## src/rtl/mem_port_arbiter.sv

```systemverilog
// mem_port_arbiter
//   Two-requester (fetch = 0, data = 1) arbiter in front of a single
//   16-bit memory port. A single transaction is in flight at a time:
//   IDLE -> ISSUE -> [WAIT] -> DONE -> IDLE.
//   Reads that see no mem_rd_done within RD_TIMEOUT WAIT cycles complete
//   with req_err set and zero read data.
//
//   Build option:
//     ARB_ROUND_ROBIN_EN - when defined, simultaneous requests alternate
//                          between the requesters. When undefined, data
//                          (index 1) always wins over fetch (index 0).
//
//   All outputs are registered. busy is decoded from the state register.
module mem_port_arbiter #(
    parameter int unsigned RD_TIMEOUT = 16
) (
    input  logic        clk,
    input  logic        reset,

    input  logic        req_en      [0:1],
    input  logic        req_wr      [0:1],
    input  logic [14:0] req_addr    [0:1],
    input  logic [1:0]  req_byte_en [0:1],
    input  logic [15:0] req_wr_data [0:1],
    output logic        req_done    [0:1],
    output logic        req_err     [0:1],
    output logic [15:0] req_rd_data [0:1],

    output logic        mem_en,
    output logic [1:0]  mem_wr_en,
    output logic [14:0] mem_addr,
    output logic [15:0] mem_wr_data,
    input  logic        mem_rd_done,
    input  logic [15:0] mem_rd_data,

    output logic        busy,
    output logic        grant
);

    // Timeout counter is at least 5 bits and wide enough to hold RD_TIMEOUT.
    localparam int CNT_W = ($clog2(RD_TIMEOUT + 1) > 5) ? $clog2(RD_TIMEOUT + 1) : 5;
    localparam logic [CNT_W-1:0] TO_LAST = CNT_W'(RD_TIMEOUT - 1);

    typedef enum logic [1:0] {
        ST_IDLE  = 2'd0,
        ST_ISSUE = 2'd1,
        ST_WAIT  = 2'd2,
        ST_DONE  = 2'd3
    } state_t;

    state_t             r_state;
    state_t             w_next_state;

    // Latched copy of the winning request
    logic               r_grant;
    logic               r_wr;

    // Timeout and completion bookkeeping
    logic [CNT_W-1:0]   r_cnt;
    logic               w_any_req;
    logic               w_winner;
    logic               w_rd_hit;
    logic               w_timeout;

    // Registered outputs
    logic               r_mem_en;
    logic [1:0]         r_mem_wr_en;
    logic [14:0]        r_mem_addr;
    logic [15:0]        r_mem_wr_data;
    logic               r_req_done    [0:1];
    logic               r_req_err     [0:1];
    logic [15:0]        r_req_rd_data [0:1];

`ifdef ARB_ROUND_ROBIN_EN
    logic               r_rr_last;
`endif

    // Pick the requester to serve when the FSM is idle
    always_comb begin
        w_any_req = req_en[0] | req_en[1];
`ifdef ARB_ROUND_ROBIN_EN
        if (req_en[0] && req_en[1]) begin
            w_winner = ~r_rr_last;
        end else begin
            w_winner = req_en[1];
        end
`else
        w_winner = req_en[1];
`endif
    end

    // State register
    always_ff @(posedge clk) begin
        if (reset) begin
            r_state <= ST_IDLE;
        end else begin
            r_state <= w_next_state;
        end
    end

    // Next-state logic and completion qualifiers
    always_comb begin
        w_next_state = r_state;
        w_rd_hit     = 1'b0;
        w_timeout    = 1'b0;
        case (r_state)
            ST_IDLE: begin
                if (w_any_req) begin
                    w_next_state = ST_ISSUE;
                end
            end
            ST_ISSUE: begin
                if (r_wr) begin
                    w_next_state = ST_DONE;
                end else if (mem_rd_done) begin
                    w_next_state = ST_DONE;
                    w_rd_hit     = 1'b1;
                end else begin
                    w_next_state = ST_WAIT;
                end
            end
            ST_WAIT: begin
                if (mem_rd_done) begin
                    w_next_state = ST_DONE;
                    w_rd_hit     = 1'b1;
                end else if (r_cnt >= TO_LAST) begin
                    w_next_state = ST_DONE;
                    w_timeout    = 1'b1;
                end
            end
            ST_DONE: begin
                w_next_state = ST_IDLE;
            end
            default: begin
                w_next_state = ST_IDLE;
            end
        endcase
    end

    // WAIT cycle counter: cleared on entry, saturating while waiting
    always_ff @(posedge clk) begin
        if (reset) begin
            r_cnt <= '0;
        end else if (r_state == ST_ISSUE) begin
            r_cnt <= '0;
        end else if (r_state == ST_WAIT && r_cnt != '1) begin
            r_cnt <= r_cnt + 1'b1;
        end
    end

    // Request latch, memory strobes and per-requester completion outputs
    always_ff @(posedge clk) begin
        if (reset) begin
            r_grant       <= 1'b0;
            r_wr          <= 1'b0;
            r_mem_en      <= 1'b0;
            r_mem_wr_en   <= '0;
            r_mem_addr    <= '0;
            r_mem_wr_data <= '0;
`ifdef ARB_ROUND_ROBIN_EN
            r_rr_last     <= 1'b0;
`endif
            for (int unsigned i = 0; i < 2; i++) begin
                r_req_done[i]    <= 1'b0;
                r_req_err[i]     <= 1'b0;
                r_req_rd_data[i] <= '0;
            end
        end else begin
            r_mem_en    <= 1'b0;
            r_mem_wr_en <= '0;
            for (int unsigned i = 0; i < 2; i++) begin
                r_req_done[i] <= 1'b0;
                r_req_err[i]  <= 1'b0;
            end

            // Accept: latch the winner and present it to memory during ISSUE
            if (r_state == ST_IDLE && w_any_req) begin
                r_grant       <= w_winner;
                r_wr          <= req_wr[w_winner];
                r_mem_en      <= 1'b1;
                r_mem_addr    <= req_addr[w_winner];
                r_mem_wr_data <= req_wr_data[w_winner];
                r_mem_wr_en   <= req_wr[w_winner] ? req_byte_en[w_winner] : 2'b00;
`ifdef ARB_ROUND_ROBIN_EN
                r_rr_last     <= w_winner;
`endif
            end

            // Completion outputs are loaded on entry to DONE so they are
            // visible for exactly the DONE cycle.
            if (r_state != ST_DONE && w_next_state == ST_DONE) begin
                r_req_done[r_grant] <= 1'b1;
                r_req_err[r_grant]  <= w_timeout;
                if (w_rd_hit) begin
                    r_req_rd_data[r_grant] <= mem_rd_data;
                end else if (w_timeout) begin
                    r_req_rd_data[r_grant] <= '0;
                end
            end
        end
    end

    assign busy        = (r_state != ST_IDLE);
    assign grant       = r_grant;
    assign mem_en      = r_mem_en;
    assign mem_wr_en   = r_mem_wr_en;
    assign mem_addr    = r_mem_addr;
    assign mem_wr_data = r_mem_wr_data;

    assign req_done[0]    = r_req_done[0];
    assign req_done[1]    = r_req_done[1];
    assign req_err[0]     = r_req_err[0];
    assign req_err[1]     = r_req_err[1];
    assign req_rd_data[0] = r_req_rd_data[0];
    assign req_rd_data[1] = r_req_rd_data[1];

endmodule
```

## config.mk

```make
export PLATFORM = sky130hd
export DESIGN_NAME = mem_port_arbiter
export DESIGN_NICKNAME = d
export VERILOG_FILES = /design/src/rtl/mem_port_arbiter.sv
export SDC_FILE = /design/constraint.sdc
export NUM_CORES = 1
export LEC_CHECK = 0
export ABC_CLOCK_PERIOD_IN_PS = 8400
export BUFFER_PORTS_ARGS = -buffer_cell sky130_fd_sc_hd__buf_2
export CAP_MARGIN = 20
export CORE_UTILIZATION = 45
export DETAILED_ROUTE_END_ITERATION = 6
export HOLD_SLACK_MARGIN = 0.06
export PLACE_DENSITY = 0.78
export SYNTH_ARGS = -nofsm -noshare
export SYNTH_HDL_FRONTEND = slang
export SYNTH_SLANG_ARGS = --single-unit
```

## constraint.sdc

```tcl
create_clock -name clk -period 8.4 [get_ports clk]
set_clock_uncertainty 0.2 [all_clocks]
set_input_delay 1.68 -clock clk [delete_from_list [all_inputs] [get_ports clk]]
set_output_delay 1.68 -clock clk [all_outputs]
set_load 0.03 [all_outputs]
```

==> metrics.log, run 1 <==
[metrics] number of global-route vias before repair: 2646
[metrics] Synth Net Count: 432
[metrics] antenna diode count: 0
[metrics] largest net degree at the start of global routing: 40
[metrics] DRT antenna net count: 0
[metrics] leakage component of the power: 2.055 nW
[metrics] count of buffers from port buffering: 160
[metrics] overall overflow remaining after global route: 0
[metrics] Max Transition Viols Final: 0
[metrics] core box area: 0.007292 mm²
[metrics] kind of path behind the tightest hold check: flip-flop to flip-flop
[metrics] vias after detailed routing: 2997
[metrics] initial standard-cell utilization of the core: 46.89%
[metrics] maximum operating frequency: 255.7 MHz
[metrics] synthesized area: 0.003420 mm²
[metrics] overall track demand over capacity in global routing: 19.71%
[metrics] width of the die: 89.17 µm
[metrics] buffering stage count on the worst path with inverters included: 4
[metrics] total of cells resized after clock tree synthesis: 0
[metrics] endpoint required time on the critical path: 8.24 ns
[metrics] final RePlAce weighted congestion: 0.8137
[metrics] result of the run: completed
[metrics] Area Overhead vs Synth: 31.61%
[metrics] EDFF count, synth: 32
[metrics] via-per-instance ratio: 5.114
[metrics] warning count from the yosys run: 0
[metrics] final period utilization: 46.56%
[metrics] Avg Synthesized Cell Area: 10.21 µm²
[metrics] endpoint type of the worst setup path: flip-flop
[metrics] Post-Place Cell Area: 0.004259 mm²
[metrics] kind of launch point of the worst setup path: input port
[metrics] number of H-tree levels: 3
[metrics] cell repeated most along the worst path: buf_4
[metrics] final standard cell utilization of the core: 61.72%
[metrics] iteration-0 DRC count of the detailed router: 91
[metrics] FFs w/ async S/R, synth: 0%
[metrics] cell-by-cell listing of the critical path: buf_2 -> buf_4 -> nor4b_1 -> nor4b_1 -> o21ai_2 -> buf_4 -> o21ai_1 -> buf_4
[metrics] total number of placement rows: 31
[metrics] number of antenna violations at the first check in global routing: 0
[metrics] worst-skew pair later-pin latency: 0.33 ns
[metrics] detailed-routed wire length on met3: 693 µm
[metrics] Post-Synthesis Cells: 335
[metrics] Cell Pwr Density: 273.2 mW/mm²
[metrics] met1 wire length: 3.312 mm
[metrics] top sig layer: met4
[metrics] total power consumption of the routed design: 1.230 mW
[metrics] footprint of the flip-flops and latches: 0.001902 mm²
[metrics] post-CTS repair timing setup buffer count: 0
[metrics] most frequent standard cell in the layout excluding fill and tap cells: buf_2
[metrics] shortest clock period the worst path allows after layout: 3.911 ns
[metrics] library cell contributing the largest single delay on the critical path: buf_4
[metrics] reg2reg setup slack: 5.34 ns
[metrics] drt total wl: 8.081 mm
[metrics] number of fillers in the final layout: 647
[metrics] total iterations of the first detailed-routing run: 4
[metrics] layout cells sized above 1: 37.99%
[metrics] # hold bufs at CTS: 0
[metrics] detailed placement HPWL: 5.901 mm
[metrics] most used cells in the layout excluding fill and tap cells: 160 x buf_2, 47 x dfxtp_1, 38 x nor2_1
[metrics] first-pass GRT wire length: 11.90 mm
[metrics] worst rel slew slack: 37.32%
[metrics] largest fanout on the critical path: 39
[metrics] sink count of the clock tree: 79
[metrics] prevailing post-synth register cell: dfxtp_1
[metrics] actual slew at the worst max-slew pin: 0.9402 ns
[metrics] #FFs+latches synth: 79
[metrics] summed negative setup slack over all endpoints: 0 ns
[metrics] total DRC errors in the routed layout: 0
[metrics] final hold violation count: 0
[metrics] die height: 89.17 µm
[metrics] number of top-level pins: 161
[metrics] met2 wirelength from detailed routing: 3.960 mm
[metrics] post-route cell area: 0.004501 mm²
[metrics] fin nets: 579
[metrics] unique cell type count in the Yosys netlist: 35
[metrics] register area share after synthesis: 55.62%
[metrics] number of buffers on the longest clock path: 2
[metrics] arrival time at the worst endpoint: 3.75 ns
[metrics] Slowest Stage Delay on Critical Path: 0.48 ns
[metrics] clock tree from TritonCTS: done
[metrics] area of the die: 0.007951 mm²
[metrics] TritonCTS Buffers: 9
[metrics] Worst Path Class, Setup: input port to flip-flop
[metrics] unrepaired setup endpoints after global routing: false
[metrics] wire length per cell: 13.79 µm
[metrics] master cell of the clock root buffer: clkbuf_8
[metrics] total of max-cap violations: 0
[metrics] area used by multi-input combinational logic: 0.001334 mm²
[metrics] Setup-failing EPs final: 0
[metrics] post-CTS clock slew at the launch and capture registers of the worst setup and hold paths: 0.08 ns
[metrics] cell type group with the largest total delay on the critical path: buffers and inverters
[metrics] IR drop worst, VDD: 0.1350 mV
-- worst min-delay path: cells and delay by family, from the launching register on --
kind / cells / cell delay (ns)
AOI/OAI and AO/OA: 1 / 0.05
DFF: 1 / 0.33
and+or+nand+nor: 1 / 0.04
-- power breakdown --
part | internal [mW] | total, mW | switching (mW)
Combinational | 0.128 | 0.409 | 0.282
Clock | 0.185 | 0.320 | 0.135
Sequential | 0.461 | 0.501 | 0.0395
Total | 0.774 | 1.23 | 0.456
-- final cells by class --
type	count	share of cell area [%]
multi-input cells	218	29.64
flip-flops and latches	79	42.26
repair buffers	167	19.66
inverters	7	0.5838
clock buffers	12	3.447
clock inverters	4	1.668
well taps	99	2.752
-- path summary, 6_finish.rpt --
path | from | to | depth (start not counted)
setup / recovery | req_en[0] | r_req_rd_data[0][6] | 8
hold / removal | mem_wr_data[4] | mem_wr_data[4] | 2
setup reg to reg | r_state[0] | r_req_rd_data[0][6] | 6
hold reg to reg | mem_wr_data[4] | mem_wr_data[4] | 2
-- sequential cells by signal, summed over array words and instances (netlist names) --
register       flops
r_req_err          2
r_req_rd_data     32
r_state            2
r_cnt              5
mem_wr_en          2
mem_addr          15
mem_wr_data       16
grant              1
r_wr               1
mem_en             1
r_req_done         2
-- through the flow --
stage | worst slack, ns | instances | hold WS (ns)
6_report | 4.489 | 586 | 0.2489
5_1_grt | 4.309 | 586 | 0.2737
4_1_cts | 4.526 | 585 | 0.2559
3_5_place_dp | 4.174 | 569 | 0.2370
3_3_place_gp | 4.291 | 567 | 0.2312
2_1_floorplan | 4.212 | 335 | 0.2422
-- logic make-up (layout without fill, tap and decap cells) --
family                     count (synthesis)  count (layout)  synth area share, %
and+or+nand+nor                          127             127                18.00
DFF                                       79              79                55.62
AOI/OAI and AO/OA                         48              48                7.830
buffers and inverters                     38             190                5.488
muxes                                     32              32                9.367
adders and majority gates                  8               8                2.927
xor gates and xnor gates                   3               3               0.7685
-- cells in the mapped netlist (2+ instances only) --
cell       n  area [µm²]
nor3_1     7       35.03
inv_1      6       22.52
buf_2      9       45.04
nand4_1   33       206.5
o21ai_0   38       190.2
clkbuf_1  15       56.30
nand2_1   34       127.6
nor4b_1    2       17.52
edfxtp_1  32       960.9
buf_6      2       22.52
nor2b_1    5       31.28
buf_4      5       37.54
ha_1       8       100.1
a21oi_1    2       10.01
xor2_1     2       17.52
dfxtp_1   47       940.9
nor2_1    38       142.6
mux2i_1   32       320.3
nand2b_1   2       12.51
-- routing by layer --
| metal | up-vias | global-route usage, % |
|---|---|---|
| met2 | 153 | 34.98 |
| li1 | 1482 | - |
| met1 | 1353 | 22.31 |
| met5 | - | 0 |
| met4 | 0 | 7.792 |
| met3 | 9 | 5.725 |
(Power assumes the default switching activity.)
==> run 2: changes to the inputs <==
Settings changed: ABC_AREA set to 1, ABC_CLOCK_PERIOD_IN_PS 8400 to 3970.
Clock period 8.4 ns to 3.97 ns, I/O delays scaled along.
==> run 2 against run 1 <==
  * Largest cell class unchanged
  * Critical path depth increased by 4
  * Largest power group unchanged
  * Register-to-register slack got worse by 4.2 ns
  * Flip-flop and latch count did not move
  * Non-clock buffer count shrank 5
  * Worst hold slack gained 0.035 ns
  * Sequential share of layout area is 0.15 points higher
  * Synthesized cell count up 0.30%
  * Clock-buffer cell count decreased by 3
==> metrics.log, run 2 <==
[metrics] leakage component of the power: 2.179 nW (+6.1%)
[metrics] Placed Cells: 577 (+1.4%)
[metrics] share of the synthesized area in the top cell type: 27.72% (-0.39 points)
[metrics] final std cells w/o fill: 593 (+1.2%)
[metrics] initial standard-cell utilization of the core: 47.29% (+0.40 points)
[metrics] Reg2Reg Launch Point: r_cnt[1]
[metrics] number of antenna violations at the first check in global routing: 0 (unchanged)
[metrics] kind of launch point of the worst setup path: flip-flop
[metrics] maximum operating frequency: 357.9 MHz
[metrics] total DRC errors in the routed layout: 0 (unchanged)
[metrics] combinational family with the most area after synthesis: simple AND/OR/NAND/NOR gates
[metrics] largest fanout on the critical path: 17 (-56%)
[metrics] final period utilization: 70.37%
[metrics] Worst Path Class, Setup: flip-flop to flip-flop
[metrics] worst rel slew slack: 55.35% (+18 points)
[metrics] combinational fraction of design power: 34.0% (+0.7 points)
[metrics] Net Switching: 0.9886 mW (+120%)
[metrics] number of H-tree levels: 3 (unchanged)
[metrics] Adder-Cell Fraction of Synth Area: 2.887% (-0.040 points)
[metrics] EDFF count, synth: 32 (unchanged)
[metrics] drt total wl: 7.845 mm (-2.9%)
[metrics] kind of path behind the tightest hold check: flip-flop to flip-flop
[metrics] Commonest cells post-synth: 47 x dfxtp_1, 38 x nand2_1, 32 x edfxtp_1
[metrics] total number of placement rows: 31 (unchanged)
[metrics] Cell Pwr Density: 560.1 mW/mm² (+100%)
[metrics] Reg2Reg Depth: 12 (+6)
[metrics] overall track demand over capacity in global routing: 19.56% (-0.14 points)
[metrics] most used cells in the layout excluding fill and tap cells: 160 x buf_2, 47 x dfxtp_1, 38 x nand2_1
[metrics] number of global-route vias before repair: 2728 (+3.1%)
[metrics] warning count from the yosys run: 0 (unchanged)
[metrics] share of power burned in the clock network: 24.2% (-1.8 points)
[metrics] cell type group with the largest total delay on the critical path: simple AND/OR/NAND/NOR gates
[metrics] endpoint required time on the critical path: 3.75 ns (-4.49 ns)
[metrics] area of the die: 0.008060 mm² (+1.4%)
[metrics] reg2reg setup slack: 1.18 ns (-4.16 ns)
[metrics] Largest register FFs: 32 (unchanged)
[metrics] Setup-failing EPs final: 0 (unchanged)
[metrics] number of fillers in the final layout: 619 (-4.3%)
[metrics] unique cell type count in the Yosys netlist: 29 (-17%)
[metrics] total of max-cap violations: 0 (unchanged)
[metrics] final hold violation count: 0 (unchanged)
[metrics] master cell of the clock root buffer: clkbuf_8
[metrics] fin nets: 586 (+1.2%)
[metrics] iteration-0 DRC count of the detailed router: 77 (-15%)
[metrics] overall overflow remaining after global route: 0 (unchanged)
[metrics] multiplexer share of the synthesized area: 7.506% (-1.9 points)
[metrics] cell-by-cell listing of the critical path: ha_1 -> inv_1 -> nor2_1 -> ha_1 -> nor2_1 -> nand2_1 -> nand2_2 -> nand2_4 -> nand3_4 -> nor2_4 -> nand2_4 -> nand2_1
[metrics] detailed placement HPWL: 5.799 mm (-1.7%)
[metrics] total of cells resized after clock tree synthesis: 0 (unchanged)
[metrics] most frequent standard cell in the layout excluding fill and tap cells: buf_2
[metrics] largest net degree at the start of global routing: 37 (-7.5%)
[metrics] final standard cell utilization of the core: 61.17% (-0.55 points)
[metrics] endpoint of the most critical setup path: r_req_rd_data[0][6]
[metrics] unrepaired setup endpoints after global routing: false
[metrics] # hold bufs at CTS: 0 (unchanged)
[metrics] synthesized area: 0.003467 mm² (+1.4%)
[metrics] Area Overhead vs Synth: 29.34%
[metrics] library cell occupying the most area in the post-synthesis netlist: edfxtp_1
[metrics] FFs w/ async S/R, synth: 0% (unchanged)
[metrics] first-pass GRT wire length: 12.59 mm (+5.8%)
[metrics] Sw Share: 39.36% (+2.3 points)
[metrics] worst-skew pair later-pin latency: 0.34 ns (about the same)
[metrics] post-CTS clock slew at the launch and capture registers of the worst setup and hold paths: 0.09 ns (about the same)
[metrics] wire length per cell: 13.23 µm (-4.1%)
[metrics] total power consumption of the routed design: 2.512 mW (+100%)
[metrics] library cell contributing the largest single delay on the critical path: nand2_1
[metrics] prevailing post-synth register cell: dfxtp_1
[metrics] core box area: 0.007331 mm² (+0.53%)
[metrics] total iterations of the first detailed-routing run: 4 (unchanged)
[metrics] post-CTS repair timing setup buffer count: 0 (unchanged)
[metrics] antenna diode count: 0 (unchanged)
[metrics] post-route cell area: 0.004484 mm² (-0.36%)
[metrics] summed negative setup slack over all endpoints: 0 ns (unchanged)
[metrics] via-per-instance ratio: 4.926 (-3.7%)
[metrics] clock tree from TritonCTS: done
[metrics] #FFs+latches synth: 79 (unchanged)
[metrics] layout cells sized above 1: 44.94% (+7.0 points)
[metrics] Avg Synthesized Cell Area: 10.32 µm² (+1.1%)
[metrics] shortest clock period the worst path allows after layout: 2.794 ns
[metrics] largest register by flop count: r_req_rd_data
[metrics] number of top-level pins: 161 (unchanged)
[metrics] vias after detailed routing: 2921 (-2.5%)
[metrics] actual slew at the worst max-slew pin: 0.6681 ns (-0.2720 ns)
[metrics] count of cell instances traversed by the critical path: 12 (+4)
[metrics] endpoint type of the worst setup path: flip-flop
[metrics] Slowest Stage Delay on Critical Path: 0.55 ns (+0.07 ns)
[metrics] buffering stage count on the worst path with inverters included: 1 (-3)
[metrics] portion of total power attributed to sequential cells: 41.8% (+1.1 points)
[metrics] width of the die: 89.78 µm (+0.68%)
[metrics] simple logic cell fraction of the synthesized area: 21.44% (+3.4 points)
[metrics] Post-Synthesis Cells: 336 (+0.30%)
[metrics] leading post-synthesis cells by cell area: edfxtp_1 28%, dfxtp_1 27%, mux2i_1 7.5%
[metrics] sink count of the clock tree: 79 (unchanged)
[metrics] IR drop worst, VDD: 0.3169 mV (+130%)
[metrics] design internal power: 1.523 mW (+97%)
[metrics] final RePlAce weighted congestion: 0.7801 (-4.1%)
[metrics] Reg2Reg Capture Point: r_req_rd_data[0][6]
[metrics] arrival time at the worst endpoint: 2.57 ns (-1.18 ns)
[metrics] TritonCTS Buffers: 9 (unchanged)
[metrics] count of buffers from port buffering: 160 (unchanged)
[metrics] DRT antenna net count: 0 (unchanged)
[metrics] die height: 89.78 µm (+0.68%)
[metrics] register area share after synthesis: 54.85% (-0.76 points)
[metrics] fraction of synthesized cell area in xor and xnor cells: 0% (-0.77 points)
[metrics] Post-Place Cell Area: 0.004279 mm² (+0.47%)
[metrics] crit path from: r_cnt[1]
[metrics] Synth Area in Compound Gates: 7.795% (-0.035 points)
[metrics] number of buffers on the longest clock path: 2 (unchanged)
[metrics] Synth Net Count: 433 (+0.23%)
[metrics] Max Transition Viols Final: 0 (unchanged)
[metrics] dominant cell by count in the synthesized netlist: dfxtp_1
[metrics] result of the run: completed
[run 2: cell count changes after synthesis, moves of 6 or more]
cell and delta:
clkbuf_1 -10, inv_1 +9, mux2i_1 -6, nand2_4 +8, nand3_1 +29, nand4_1 -32, nor2_1 -12, nor2_2 +23
nor3_1 -7, o21ai_0 -12, o21ai_1 +9
[run 2: worst min-delay path: stages (launching register included)]
cell,delay [ns]
dfxtp_1,0.32
nand3_1,0.07
o21ai_1,0.05
[run 2: worst min path at each step]
stage / slack, ns / from / end / cells past startpoint
after floorplan: 0.24 / r_cnt[3] / r_cnt[3] / 1
after global routing: 0.30 / mem_wr_data[13] / mem_wr_data[13] / 2
final: 0.28 / mem_wr_data[11] / mem_wr_data[11] / 2
after CTS: 0.29 / mem_addr[2] / mem_addr[2] / 2
after global placement: 0.26 / mem_addr[5] / mem_addr[5] / 2
after detailed placement: 0.27 / mem_addr[7] / mem_addr[7] / 2
[run 2: final cells by class]
cell class                      count  area, µm²  area share, %
Multi-Input combinational cell    220       1374          30.64
Sequential cell                    79       1902          42.41
Inverter                           17      63.81          1.423
Tap cell                           99      123.9          2.762
Timing Repair Buffer              162      815.8          18.19
Clock inverter                      7      81.33          1.814
Clock buffer                        9      123.9          2.762
[run 2: power groups by stage]
stage                     Clock, mW  Combinational, mW  Sequential [mW]
after detailed placement          0              0.858             1.07
after global placement            0              0.844             1.06
after floorplan                   0              0.406             1.28
after global routing          0.655              0.925             1.07
final                         0.609              0.853             1.05
after CTS                     0.622              0.858             1.05
[run 2: per-stage QoR]
step                hold slack, ns  worst slack, ns
floorplan                   0.2430            1.477
global placement            0.2603            1.225
detailed placement          0.2675            1.123
CTS                         0.2861            1.140
global route                0.3008           0.9311
finish                      0.2836            1.176
[run 2: routing by layer]
metal / global-route usage (%) / part of all wire (%)
met4: 7.514 / 0.99
met2: 31.99 / 47
met3: 4.822 / 6.9
met5: 0 / 0
met1: 24.96 / 45
[run 2: cell families (layout without fill, tap and decap cells)]
kind of cell / after synthesis / after routing
and+or+nand+nor: 136 / 136
DFF: 79 / 79
AOI/OAI and AO/OA: 50 / 50
buffers and inverters: 37 / 195
muxes: 26 / 26
adders and majority gates: 8 / 8
==> run 3: changes to the inputs <==
Settings changed: ABC_AREA 1 to 0, ABC_CLOCK_PERIOD_IN_PS 3970 to 2800.
Clock period 3.97 ns to 2.8 ns, I/O delays scaled along.
==> run 3 against run 2 <==
  * Highest routed layer unchanged
  * Worst hold slack got worse by 0.029 ns
  * Critical path type unchanged
  * Combinational power rose by 48%
  * Largest power group unchanged
  * Wire length rose by 0.54%
  * Utilization rose by 0.26 points
  * First-iteration DRC count rose by 29%
==> metrics.log, run 3 (synthesis gave the netlist of run 1 again) <==
[metrics] result of the run: completed
[metrics] Area Overhead vs Synth: 30.99%
[metrics] shortest clock period the worst path allows after layout: 2.576 ns (-0.2179 ns)
[metrics] DRT antenna net count: 0 (unchanged)
[metrics] final hold violation count: 0 (unchanged)
[metrics] Placed Cells: 574 (-0.52%)
[metrics] worst-skew pair later-pin latency: 0.33 ns (about the same)
[metrics] wire length per cell: 13.37 µm (+1.0%)
[metrics] iteration-0 DRC count of the detailed router: 99 (+29%)
[metrics] detailed placement HPWL: 5.841 mm (+0.72%)
[metrics] unrepaired setup endpoints after global routing: false
[metrics] kind of launch point of the worst setup path: flip-flop
[metrics] Setup-failing EPs final: 0 (unchanged)
[metrics] endpoint type of the worst setup path: flip-flop
[metrics] Post-Place Cell Area: 0.004282 mm² (about the same)
[metrics] IR drop worst, VDD: 0.5031 mV (+59%)
[metrics] master cell of the clock root buffer: clkbuf_8
[metrics] vias after detailed routing: 3010 (+3.0%)
[metrics] width of the die: 89.17 µm (-0.67%)
[metrics] overall track demand over capacity in global routing: 19.67% (+0.10 points)
[metrics] total of cells resized after clock tree synthesis: 0 (unchanged)
[metrics] area of the die: 0.007951 mm² (-1.3%)
[metrics] antenna diode count: 0 (unchanged)
[metrics] number of fillers in the final layout: 642 (+3.7%)
[metrics] die height: 89.17 µm (-0.67%)
[metrics] final standard cell utilization of the core: 61.43% (+0.26 points)
[metrics] worst path setup slack after routing: 0.2242 ns (-0.9521 ns)
[metrics] fin nets: 583 (-0.51%)
[metrics] number of global-route vias before repair: 2765 (+1.4%)
[metrics] number of top-level pins: 161 (unchanged)
[metrics] largest fanout on the critical path: 16 (-1)
[metrics] Worst Path Class, Setup: flip-flop to flip-flop
[metrics] layout cells sized above 1: 38.49% (-6.4 points)
[metrics] endpoint required time on the critical path: 2.67 ns (-1.08 ns)
[metrics] final std cells w/o fill: 590 (-0.51%)
[metrics] total DRC errors in the routed layout: 0 (unchanged)
[metrics] total number of placement rows: 31 (unchanged)
[metrics] Reg2Reg Depth: 8 (-4)
[metrics] final period utilization: 91.99% (+22 points)
[metrics] most used cells in the layout excluding fill and tap cells: 160 x buf_2, 47 x dfxtp_1, 38 x nor2_1
[metrics] core box area: 0.007292 mm² (-0.53%)
[metrics] summed negative setup slack over all endpoints: 0 ns (unchanged)
[metrics] Max Transition Viols Final: 0 (unchanged)
[metrics] via-per-instance ratio: 5.102 (+3.6%)
[metrics] overall overflow remaining after global route: 0 (unchanged)
[metrics] number of antenna violations at the first check in global routing: 0 (unchanged)
[metrics] post-CTS repair timing setup buffer count: 0 (unchanged)
[metrics] actual slew at the worst max-slew pin: 0.5780 ns (-0.09011 ns)
[metrics] Hold Path Depth: 2 (unchanged)
[metrics] worst rel slew slack: 61.47% (+6.1 points)
[metrics] maximum operating frequency: 388.2 MHz (+8.5%)
[metrics] final RePlAce weighted congestion: 0.7472 (-4.2%)
[metrics] largest register by flop count: r_req_rd_data
[metrics] total iterations of the first detailed-routing run: 4 (unchanged)
[metrics] TritonCTS Buffers: 9 (unchanged)
[metrics] number of H-tree levels: 3 (unchanged)
[metrics] cell-by-cell listing of the critical path: ha_1 -> and3_1 -> ha_1 -> or2_1 -> o41a_1 -> o21ai_2 -> o21ai_1 -> buf_4
[metrics] leakage component of the power: 2.052 nW (-5.9%)
[metrics] # hold bufs at CTS: 0 (unchanged)
[metrics] worst setup slack before clock tree synthesis: 0.2445 ns (-0.8780 ns)
[metrics] most frequent standard cell in the layout excluding fill and tap cells: buf_2
[metrics] total of max-cap violations: 0 (unchanged)
[metrics] largest net degree at the start of global routing: 39 (+5.4%)
[metrics] drt total wl: 7.887 mm (+0.54%)
[metrics] library cell contributing the largest single delay on the critical path: dfxtp_1
[metrics] Slowest Stage Delay on Critical Path: 0.35 ns (-0.20 ns)
[metrics] kind of path behind the tightest hold check: flip-flop to flip-flop
[metrics] clock tree from TritonCTS: done
[metrics] cell repeated most along the worst path: ha_1
[metrics] number of buffers on the longest clock path: 2 (unchanged)
[metrics] first-pass GRT wire length: 11.85 mm (-5.9%)
[metrics] initial standard-cell utilization of the core: 46.89% (-0.40 points)
[metrics] sink count of the clock tree: 79 (unchanged)
[metrics] count of buffers from port buffering: 160 (unchanged)
[metrics] Cell Pwr Density: 791.3 mW/mm² (+41%)
[metrics] post-CTS clock slew at the launch and capture registers of the worst setup and hold paths: 0.08 ns (about the same)
[metrics] Largest register FFs: 32 (unchanged)
[metrics] post-route cell area: 0.004479 mm² (-0.11%)
[metrics] arrival time at the worst endpoint: 2.45 ns (-0.12 ns)
==> run 3: cell types whose count changed in the layout (fill, tap and decap cells not counted), sizes merged, moves of 3 or more <==
cell / delta
nand3: -31
nand4: +31
nand2: -16
inv: -13
nor2: -13
buf: +9
mux2i: +6
nor3: +6
a21oi: -5
a31oi: -5
clkbuf: +5
nor2b: +5
o21ai: +3
==> run 3: layer usage <==
metal  GRT usage [%]  routed length (µm)  up-vias
li1                -                   -     1481
met1           21.79                3176     1353
met2           35.46                3970      164
met3           5.448                 638       12
met4           8.225                 103        0
met5               0                   0        -
==> run 3: cell type report <==
type	instances	area, µm²	area share [%]
clock inverters	2	12.51	0.2793
clock buffers	14	185.2	4.134
repair buffers	171	895.9	20.00
flip-flops and latches	79	1902	42.46
inverters	7	26.28	0.5866
well taps	99	123.9	2.765
multi-input cells	218	1334	29.78
==> run 3: metrics by stage <==
step                      hold slack [ns]  power, mW
after floorplan                    0.2422      2.390
after detailed placement           0.2424      2.767
after global routing               0.2826      3.746
after global placement             0.2293      2.739
final                              0.2550      3.544
after CTS                          0.2600      3.571
==> run 3: final timing paths <==
kind                                             end      startpoint  slack (ns)
worst max-delay path            r_req_rd_data[1][11]        r_cnt[0]        0.22
worst min-delay path                  mem_wr_data[9]  mem_wr_data[9]        0.25
worst max register to register  r_req_rd_data[1][11]        r_cnt[0]        0.22
worst min register to register        mem_wr_data[9]  mem_wr_data[9]        0.25
==> run 3: worst max-delay path, delay by kind of cell, from the launching register on <==
kind / cells / cell delay [ns]
compound gates: 3 / 0.72
fa+ha+maj: 2 / 0.39
buf+inv: 1 / 0.22
flops: 1 / 0.35
simple gates: 2 / 0.44
==> run 3: power breakdown <==
part | internal (mW) | total, mW | switching, mW
combinational | 0.396 | 1.26 | 0.862
sequential | 1.38 | 1.48 | 0.0925
clock | 0.428 | 0.810 | 0.382
total | 2.21 | 3.54 | 1.34
